--- config.mk ---
export PLATFORM = sky130hd
export DESIGN_NAME = bcd_subtractor_serial
export DESIGN_NICKNAME = d
export VERILOG_FILES = /design/src/rtl/bcd_subtractor_serial.sv
export SDC_FILE = /design/constraint.sdc
export NUM_CORES = 1
export LEC_CHECK = 0
export CAP_MARGIN = 15
export CORE_MARGIN = 2
export CORE_UTILIZATION = 40
export CTS_CLUSTER_DIAMETER = 120
export DETAILED_ROUTE_END_ITERATION = 10
export PLACE_DENSITY = 0.65
export REMOVE_ABC_BUFFERS = 1
export SLEW_MARGIN = 20
export SYNTH_ARGS = -nofsm -noshare
export SYNTH_HDL_FRONTEND = slang
export SYNTH_SLANG_ARGS = --single-unit
--- constraint.sdc ---
create_clock -name clk_i -period 3.6 [get_ports clk_i]
set_input_delay 0.54 -clock clk_i [delete_from_list [all_inputs] [get_ports clk_i]]
set_output_delay 0.54 -clock clk_i [all_outputs]
set_load 0.02 [all_outputs]
--- src/rtl/bcd_subtractor_serial.sv ---
// Digit-serial packed-BCD subtractor: diff = a - b - bin, one digit per clock, LSD first.
// Negative results come back in ten's complement with bout set; invalid input digits raise err.
module bcd_subtractor_serial #(
    parameter int DIGITS = 4
) (
    input  logic                  clk_i,
    input  logic                  rst_i,
    input  logic                  start_i,
    input  logic [4*DIGITS-1:0]   a_i,
    input  logic [4*DIGITS-1:0]   b_i,
    input  logic                  bin_i,
    output logic                  busy_o,
    output logic                  done_o,
    output logic [4*DIGITS-1:0]   diff_o,
    output logic                  bout_o,
    output logic                  err_o
);

    localparam int W    = 4 * DIGITS;
    localparam int IDXW = (DIGITS > 1) ? $clog2(DIGITS) : 1;
    localparam logic [IDXW-1:0] LAST_IDX = IDXW'(DIGITS - 1);

    typedef enum logic [1:0] {
        S_IDLE = 2'd0,
        S_RUN  = 2'd1,
        S_FIN  = 2'd2
    } state_t;

    state_t            state_q, state_d;
    logic [W-1:0]      a_q, a_d, b_q, b_d, res_q, res_d, diff_q, diff_d;
    logic [IDXW-1:0]   idx_q, idx_d;
    logic              borrow_q, borrow_d, errin_q, errin_d;
    logic              busy_q, busy_d, done_q, done_d, bout_q, bout_d, err_q, err_d;

    logic [W-1:0]      a_sh_s, b_sh_s;
    logic [3:0]        a_dig_s, b_dig_s, dig_s;
    logic [5:0]        t_s, corr_s;
    logic              borrow_nxt_s;

    function automatic logic has_bad_digit(input logic [W-1:0] v);
        logic bad;
        bad = 1'b0;
        for (int k = 0; k < DIGITS; k++) begin
            if (v[4*k +: 4] > 4'd9) begin
                bad = 1'b1;
            end else begin
                bad = bad;
            end
        end
        return bad;
    endfunction

    // State and datapath registers; synchronous reset aborts any operation in flight.
    always_ff @(posedge clk_i) begin
        if (rst_i) begin
            state_q  <= S_IDLE;
            a_q      <= '0;
            b_q      <= '0;
            res_q    <= '0;
            idx_q    <= '0;
            borrow_q <= 1'b0;
            errin_q  <= 1'b0;
            busy_q   <= 1'b0;
            done_q   <= 1'b0;
            diff_q   <= '0;
            bout_q   <= 1'b0;
            err_q    <= 1'b0;
        end else begin
            state_q  <= state_d;
            a_q      <= a_d;
            b_q      <= b_d;
            res_q    <= res_d;
            idx_q    <= idx_d;
            borrow_q <= borrow_d;
            errin_q  <= errin_d;
            busy_q   <= busy_d;
            done_q   <= done_d;
            diff_q   <= diff_d;
            bout_q   <= bout_d;
            err_q    <= err_d;
        end
    end

    // Next-state logic.
    always_comb begin
        state_d = state_q;
        case (state_q)
            S_IDLE:  state_d = start_i ? S_RUN : S_IDLE;
            S_RUN:   state_d = (idx_q == LAST_IDX) ? S_FIN : S_RUN;
            S_FIN:   state_d = S_IDLE;
            default: state_d = S_IDLE;
        endcase
    end

    // One digit step: t = a - b - borrow in 6-bit two's complement, corrected by +10 on underflow.
    always_comb begin
        a_sh_s       = a_q >> {idx_q, 2'b00};
        b_sh_s       = b_q >> {idx_q, 2'b00};
        a_dig_s      = a_sh_s[3:0];
        b_dig_s      = b_sh_s[3:0];
        t_s          = {2'b00, a_dig_s} - {2'b00, b_dig_s} - {5'b00000, borrow_q};
        if (t_s[5]) begin
            corr_s       = t_s + 6'd10;
            borrow_nxt_s = 1'b1;
        end else begin
            corr_s       = t_s;
            borrow_nxt_s = 1'b0;
        end
        dig_s = corr_s[3:0];
    end

    // Datapath and registered-output next values per state.
    always_comb begin
        a_d      = a_q;
        b_d      = b_q;
        res_d    = res_q;
        idx_d    = idx_q;
        borrow_d = borrow_q;
        errin_d  = errin_q;
        busy_d   = busy_q;
        done_d   = 1'b0;
        diff_d   = diff_q;
        bout_d   = bout_q;
        err_d    = err_q;
        case (state_q)
            S_IDLE: begin
                if (start_i) begin
                    a_d      = a_i;
                    b_d      = b_i;
                    res_d    = '0;
                    idx_d    = '0;
                    borrow_d = bin_i;
                    errin_d  = has_bad_digit(a_i) | has_bad_digit(b_i);
                    busy_d   = 1'b1;
                    diff_d   = '0;
                    bout_d   = 1'b0;
                    err_d    = 1'b0;
                end else begin
                    busy_d   = 1'b0;
                end
            end
            S_RUN: begin
                for (int k = 0; k < DIGITS; k++) begin
                    if (idx_q == IDXW'(k)) begin
                        res_d[4*k +: 4] = dig_s;
                    end else begin
                        res_d[4*k +: 4] = res_q[4*k +: 4];
                    end
                end
                borrow_d = borrow_nxt_s;
                idx_d    = idx_q + {{(IDXW-1){1'b0}}, 1'b1};
                busy_d   = 1'b1;
            end
            S_FIN: begin
                // Busy stays high through the done cycle, which the FSM spends back in IDLE.
                busy_d = 1'b1;
                done_d = 1'b1;
                diff_d = errin_q ? {W{1'b0}} : res_q;
                bout_d = errin_q ? 1'b0 : borrow_q;
                err_d  = errin_q;
            end
            default: begin
                busy_d = 1'b0;
                done_d = 1'b0;
            end
        endcase
    end

    assign busy_o = busy_q;
    assign done_o = done_q;
    assign diff_o = diff_q;
    assign bout_o = bout_q;
    assign err_o  = err_q;

endmodule

==> run metrics, run 1 <==
nets=503; EDFF count, synth=0; synth unique cells=40; DRC viols=0; vias per inst=between 5 and 6; Main synth FF type=dfxtp_1; critical path type=flop to flop; Leak=approximately 0.0015 uW; cell count after synthesis=around 400; DRT iter0 DRCs=slightly above 90; CTS tree=built; Area Growth Syn to Fin=24.19%; layout cells sized above 1=0.1053; Skew-Pair Late Insertion Delay=0.34 ns; IO Port Bufs=55; Hold-fix buffers, CTS=0; Final Skew=between 0.008 and 0.009 ns; asr flop ratio synth=0; fin. max-slew vios=0; first-pass GRT wire length=12790 um; Critical Path Source=idx_q[0]; r2r endpoint=res_q[3]; Switching Share=0.2971; R2R Setup Slk=0.21 ns; H-tree levels=3; die area=roughly 9300 um2; drt pass-1 iters=4; worst min path class=flop to flop; R2R cell count=13; final global-route overflow total=0; YS warnings=0; Seq/Total Area, Yosys=0.4332; gpl congestion=approximately 0.86; clock network power share=0.316; Worst-Margin Slew=around 0.78 ns; flops & latches, synth=between 70 and 80; sw power=531.6 uW; All-Layer GR Usage=0.1761; CP Data Required Time=roughly 3.8 ns; Worst VDD drop=0.2017 mV; antenna-violating nets left=0; Routed Wire Length=7651 um; Avg Inst Size Synth=approximately 8.5 um2; final setup vio count=0; Pint=1258 uW; crit start category=flop; Final Hold Fails=0; Ant. Diodes=0; Comb power frac=0.193; core region area=approximately 8300 um2; Inserted Clock Buffers=9; num rows=33; period utilization=0.9425; Data arrival, critical path=3.60 ns; clock-pin slew on the worst setup and hold paths=~0.080 ns; Seq pwr share=0.491; number of global-route vias before repair=about 2700; min Tclk post-route=3.393 ns; Max Buffers Root-to-Sink=2; Num Clock Sinks=74; Fmax achieved=294.7 MHz; Mapped Area=3420 um2; post-DP HPWL=approximately 5500 um; pwr/cell area=421.3 nW/um2; Final WS setup=slightly above 0.2 ns; CP Capture Type=flop; Placement Setup Slack=roughly 0.12 ns; largest fanout on the critical path=5; status=completed; CP endpoint=res_q[3]; Die Span X=just under 100 um; pin count of the biggest net entering global routing=44; Wirelength per Cell=approximately 14 um; Max Cap Viol=0; Slew HR=0.4783; vias post-DR=roughly 2900; boundary pin count=56; reg2reg start=idx_q[0]; clock root buffer=clkbuf_8; fin util=0.5142; Initial Utilization=0.4141; initial antenna violation count=0; Die Span Y=approximately 96 um
[layer usage]
metal,global-route usage,vias to the layer above,share of wire
li1,-,1482,-
met1,0.2353,1358,0.49
met2,0.2940,58,0.47
met3,0.03103,8,0.034
met4,0.04812,0,0.0088
met5,0,-,0
[area by class of cell]
cell class,instances,area [um2]
Timing Repair Buffer,61,590.6
Clock buffer,10,127.6
Fill cell,841,4011
Inverter,19,71.32
Multi-Input combinational cell,286,1799
Tap cell,105,131.4
Clock inverter,6,43.79
Sequential cell,74,1483
[through the flow]
step | cell area, um2 | setup TNS, ns | hold slack (ns) | power, uW | cells
floorplan | 3336 | 0 | 0.4271 | 1113 | 379
global placement | 4058 | 0 | 0.4394 | 1227 | 545
detailed placement | 4060 | 0 | 0.4474 | 1232 | 545
CTS | 4232 | 0 | 0.4576 | 1793 | 561
global route | 4247 | -0.01141 | 0.4771 | 1881 | 561
finish | 4247 | 0 | 0.4522 | 1789 | 561
[worst min path at each step]
stage,startpoint,to,slack [ns],cells after the start
finish,diff_o[4],diff_o[4],0.45,2
global route,b_q[0],b_q[0],0.48,2
detailed placement,diff_o[5],diff_o[5],0.45,2
CTS,diff_o[5],diff_o[5],0.46,2
floorplan,a_q[10],a_q[10],0.43,2
global placement,diff_o[10],diff_o[10],0.44,2
[cell usage after synthesis, drive strengths merged (4+ instances only)]
master / instances / area, um2
buf: 4 / 16.26
dfxtp: 74 / 1481
o311ai: 5 / 43.80
nand3b: 14 / 105.1
nand3: 21 / 105.1
mux2i: 4 / 40.04
nand2: 96 / 360.4
a21oi: 59 / 299.0
o221ai: 4 / 35.03
nor2: 15 / 56.30
ha: 15 / 187.7
nor3: 5 / 25.02
clkbuf: 18 / 67.56
inv: 19 / 71.31
mux4: 8 / 180.2
o21ai: 17 / 107.6
[cells by family (layout without fill, tap and decap cells)]
logic type                 after synthesis  in the layout  share of synthesized area
DFF                                     74             74                     0.4332
AOI/OAI and AO/OA                       91             91                     0.1592
buffers and inverters                   41             96                    0.04537
and+or+nand+nor                        160            160                     0.2097
xor gates and xnor gates                 4              4                    0.01647
muxes                                   15             15                    0.07537
adders and majority gates               16             16                    0.06074
[placed cells by master, fill, tap and decap left out, types with 2 or more instances in the layout]
| cell type | n |
|---|---|
| a21oi_1 | 57 |
| o21ai_1 | 2 |
| o311ai_1 | 2 |
| buf_4 | 6 |
| mux2i_1 | 4 |
| dfxtp_1 | 73 |
| o221ai_1 | 4 |
| a21oi_2 | 2 |
| ha_1 | 15 |
| a211oi_1 | 2 |
| nor2_1 | 14 |
| a21o_1 | 2 |
| nand3b_1 | 14 |
| nand2_1 | 96 |
| clkbuf_8 | 9 |
| and2_1 | 3 |
| or3_1 | 2 |
| inv_1 | 18 |
| clkinv_2 | 2 |
| nand3_1 | 21 |
| mux4_2 | 8 |
| clkinv_4 | 3 |
| o21ai_2 | 6 |
| nor3_1 | 5 |
| o21ai_0 | 9 |
| clkdlybuf4s50_1 | 54 |
| o311ai_0 | 2 |
[flip-flops by register name, summed over array words and instances, names as in the netlist, 2 cells and up]
| name | cells |
|---|---|
| a_q | 16 |
| b_q | 16 |
| diff_o | 16 |
| res_q | 16 |
| idx_q | 2 |
| state_q | 2 |
[power groups by stage]
stage	logic, uW	registers [uW]	clock network (uW)
after floorplan	221	893	0
after global placement	329	897	0
after detailed placement	334	898	0
after CTS	336	879	578
after global routing	384	884	613
final	345	879	565
[critical path: stages, from the launching register on]
cell and delay [ns]:
dfxtp_2 0.38, mux4_2 0.50, inv_1 0.07, ha_1 0.15
inv_1 0.06, fa_2 0.59, inv_1 0.06, ha_1 0.21
xor2_1 0.18, ha_1 0.27, a211oi_1 0.21, xnor3_1 0.27
o311ai_2 0.13, o221ai_1 0.19
[repair_timing]
item | CTS | global route
buffers inserted | 0 | 0
resized for setup | 0 | 4
endpoints found under the setup margin | 0 | 4
(Power assumes the default switching activity.)
==> inputs of run 2 (changes only) <==
Settings changed: DONT_BUFFER_PORTS from default to 1, PLACE_DENSITY 0.65 to default, TNS_END_PERCENT from default to 50.
==> run metrics, run 2 (synthesis results as in run 1) <==
most common cell after layout, fill and taps aside=nand2_1; CP Data Required Time=3.81 ns (about the same); vias per inst=5.259 (+1.5%); Placement Setup Slack=0.1405 ns (+0.01704 ns); CP Capture Type=flop; Routed Wire Length=7466 um (-2.4%); min Tclk post-route=3.299 ns (-0.09436 ns); Area Growth Syn to Fin=11.31%; Max Buffers Root-to-Sink=2 (unchanged); Max Cap Viol=0 (unchanged); H-tree levels=3 (unchanged); CP top delay family=adder cells; status=completed; period utilization=0.9163 (-0.02621); drt pass-1 iters=4 (unchanged); R2R cell count=13 (unchanged); Leak=0.001374 uW (-10%); DRT iter0 DRCs=140 (+51%); pwr/cell area=512.7 nW/um2 (+22%); Critical Path Source=idx_q[0]; Slew HR=0.4902 (+0.01186); post-DP HPWL=5141 um (-5.9%); All-Layer GR Usage=0.1682 (-0.007851); largest fanout on the critical path=5 (unchanged); Critical Path Most Common Cell=inv_1; clock root buffer=clkbuf_8; Worst-Margin Slew=0.7647 ns (-0.01779 ns); crit start category=flop; nets=452 (-10%); R2R Setup Slk=0.30 ns (+0.09 ns); r2r endpoint=res_q[11]; Inserted Clock Buffers=9 (unchanged); Ant. Diodes=0 (unchanged); IO Port Bufs=0 (-100%); fin cells=510 (-9.1%); total power=1951 uW (+9.1%); core region area=8258 um2 (unchanged); Fmax achieved=303.2 MHz (+2.9%); Die Span Y=96.46 um (unchanged); Inst Count DP=490 (-10%); Initial Utilization=0.4141 (unchanged); Worst path slowest cell=fa_2; critical path depth=13 (unchanged); Die Span X=96.46 um (unchanged); Num Clock Sinks=74 (unchanged); most frequent cells in the layout=nand2_1, dfxtp_1, a21oi_1; Final WS setup=0.3013 ns (+0.09436 ns); Critical Path Max Stage Delay=0.59 ns (about the same); boundary pin count=56 (unchanged); final setup vio count=0 (unchanged); CP Cell Sequence=mux4_2 -> inv_1 -> ha_1 -> inv_1 -> fa_2 -> inv_1 -> ha_1 -> xor2_1 -> ha_2 -> a211oi_1 -> xnor3_1 -> o311ai_2 -> o221ai_1; RSZ-0062 raised after global routing=no; clock-pin slew on the worst setup and hold paths=0.07 ns (about the same); reg2reg start=idx_q[0]; vias post-DR=2682 (-7.7%); Final Skew=0.009686 ns (+0.001493 ns); critical path type=flop to flop; worst min path class=primary input to flop; final global-route overflow total=0 (unchanged); die area=9305 um2 (unchanged); antenna-violating nets left=0 (unchanged); setup TNS=0 ns (unchanged); Data arrival, critical path=3.51 ns (-0.09 ns); Final Hold Fails=0 (unchanged); Worst Path Buf+Inv=3 (unchanged); Skew-Pair Late Insertion Delay=0.35 ns (about the same); pin count of the biggest net entering global routing=77 (+75%); initial antenna violation count=0 (unchanged); Min Hold Slack=0.2658 ns (-0.1864 ns); DRC viols=0 (unchanged); number of global-route vias before repair=2538 (-6.3%); layout cells sized above 1=0.1259 (+0.02066); first-pass GRT wire length=12020 um (-6.0%); fin. max-slew vios=0 (unchanged); Worst VDD drop=0.2384 mV (+18%); WHS Path Cells=1 (-1); CP endpoint=res_q[11]; num rows=33 (unchanged); CTS tree=built; Wirelength per Cell=14.64 um (+7.3%); gpl congestion=0.8076 (-6.2%)
-- run 2: worst min-delay path by stage --
| stage | from | endpoint | slack [ns] |
|---|---|---|---|
| after floorplan | a_q[10] | a_q[10] | 0.43 |
| after global placement | a_q[11] | a_q[11] | 0.44 |
| after detailed placement | a_q[11] | a_q[11] | 0.44 |
| after CTS | rst_i | b_q[1] | 0.24 |
| after global routing | rst_i | b_q[13] | 0.24 |
| final | rst_i | b_q[4] | 0.27 |
-- run 2: power breakdown --
group	switching (uW)	total [uW]	internal, uW
sequential	22.4	879	856
combinational	175	298	123
clock	312	775	463
-- run 2: what timing repair did --
item,in CTS,in global routing
hold buffers,0,0
setup buffers,0,4
endpoints found under the setup margin,0,4
resized for setup,0,5
-- run 2: worst reg2reg max path, cell delays in order, from the launching register on --
cell      delay [ns]
dfxtp_1         0.37
mux4_2          0.51
inv_1           0.07
ha_1            0.15
inv_1           0.05
fa_2            0.59
inv_1           0.06
ha_1            0.20
xor2_1          0.17
ha_2            0.22
a211oi_1        0.22
xnor3_1         0.27
o311ai_2        0.11
o221ai_1        0.17
-- run 2: per-layer routing --
layer | wire length [um] | share of wire | vias up | GRT usage
li1 | - | - | 1379 | -
met1 | 3502 | 0.47 | 1236 | 0.2124
met2 | 3446 | 0.46 | 57 | 0.2749
met3 | 410 | 0.055 | 10 | 0.05896
met4 | 107 | 0.014 | 0 | 0.04343
met5 | 0 | 0 | - | 0
-- run 2: layout make-up --
class / instances / area [um2]
multi-input combinational: 286 / 1802
clock inverter: 6 / 113.9
sequential: 74 / 1481
inverter: 19 / 71.32
timing repair buffer: 10 / 78.83
tap: 105 / 131.4
clock buffer: 10 / 127.6
fill: 822 / 4452
-- run 2: metrics by stage --
step | utilization | area (um2)
global route | 0.4609 | 3806
CTS | 0.4545 | 3754
floorplan | - | 3336
detailed placement | 0.4253 | 3512
global placement | 0.4253 | 3512
finish | 0.4609 | 3806
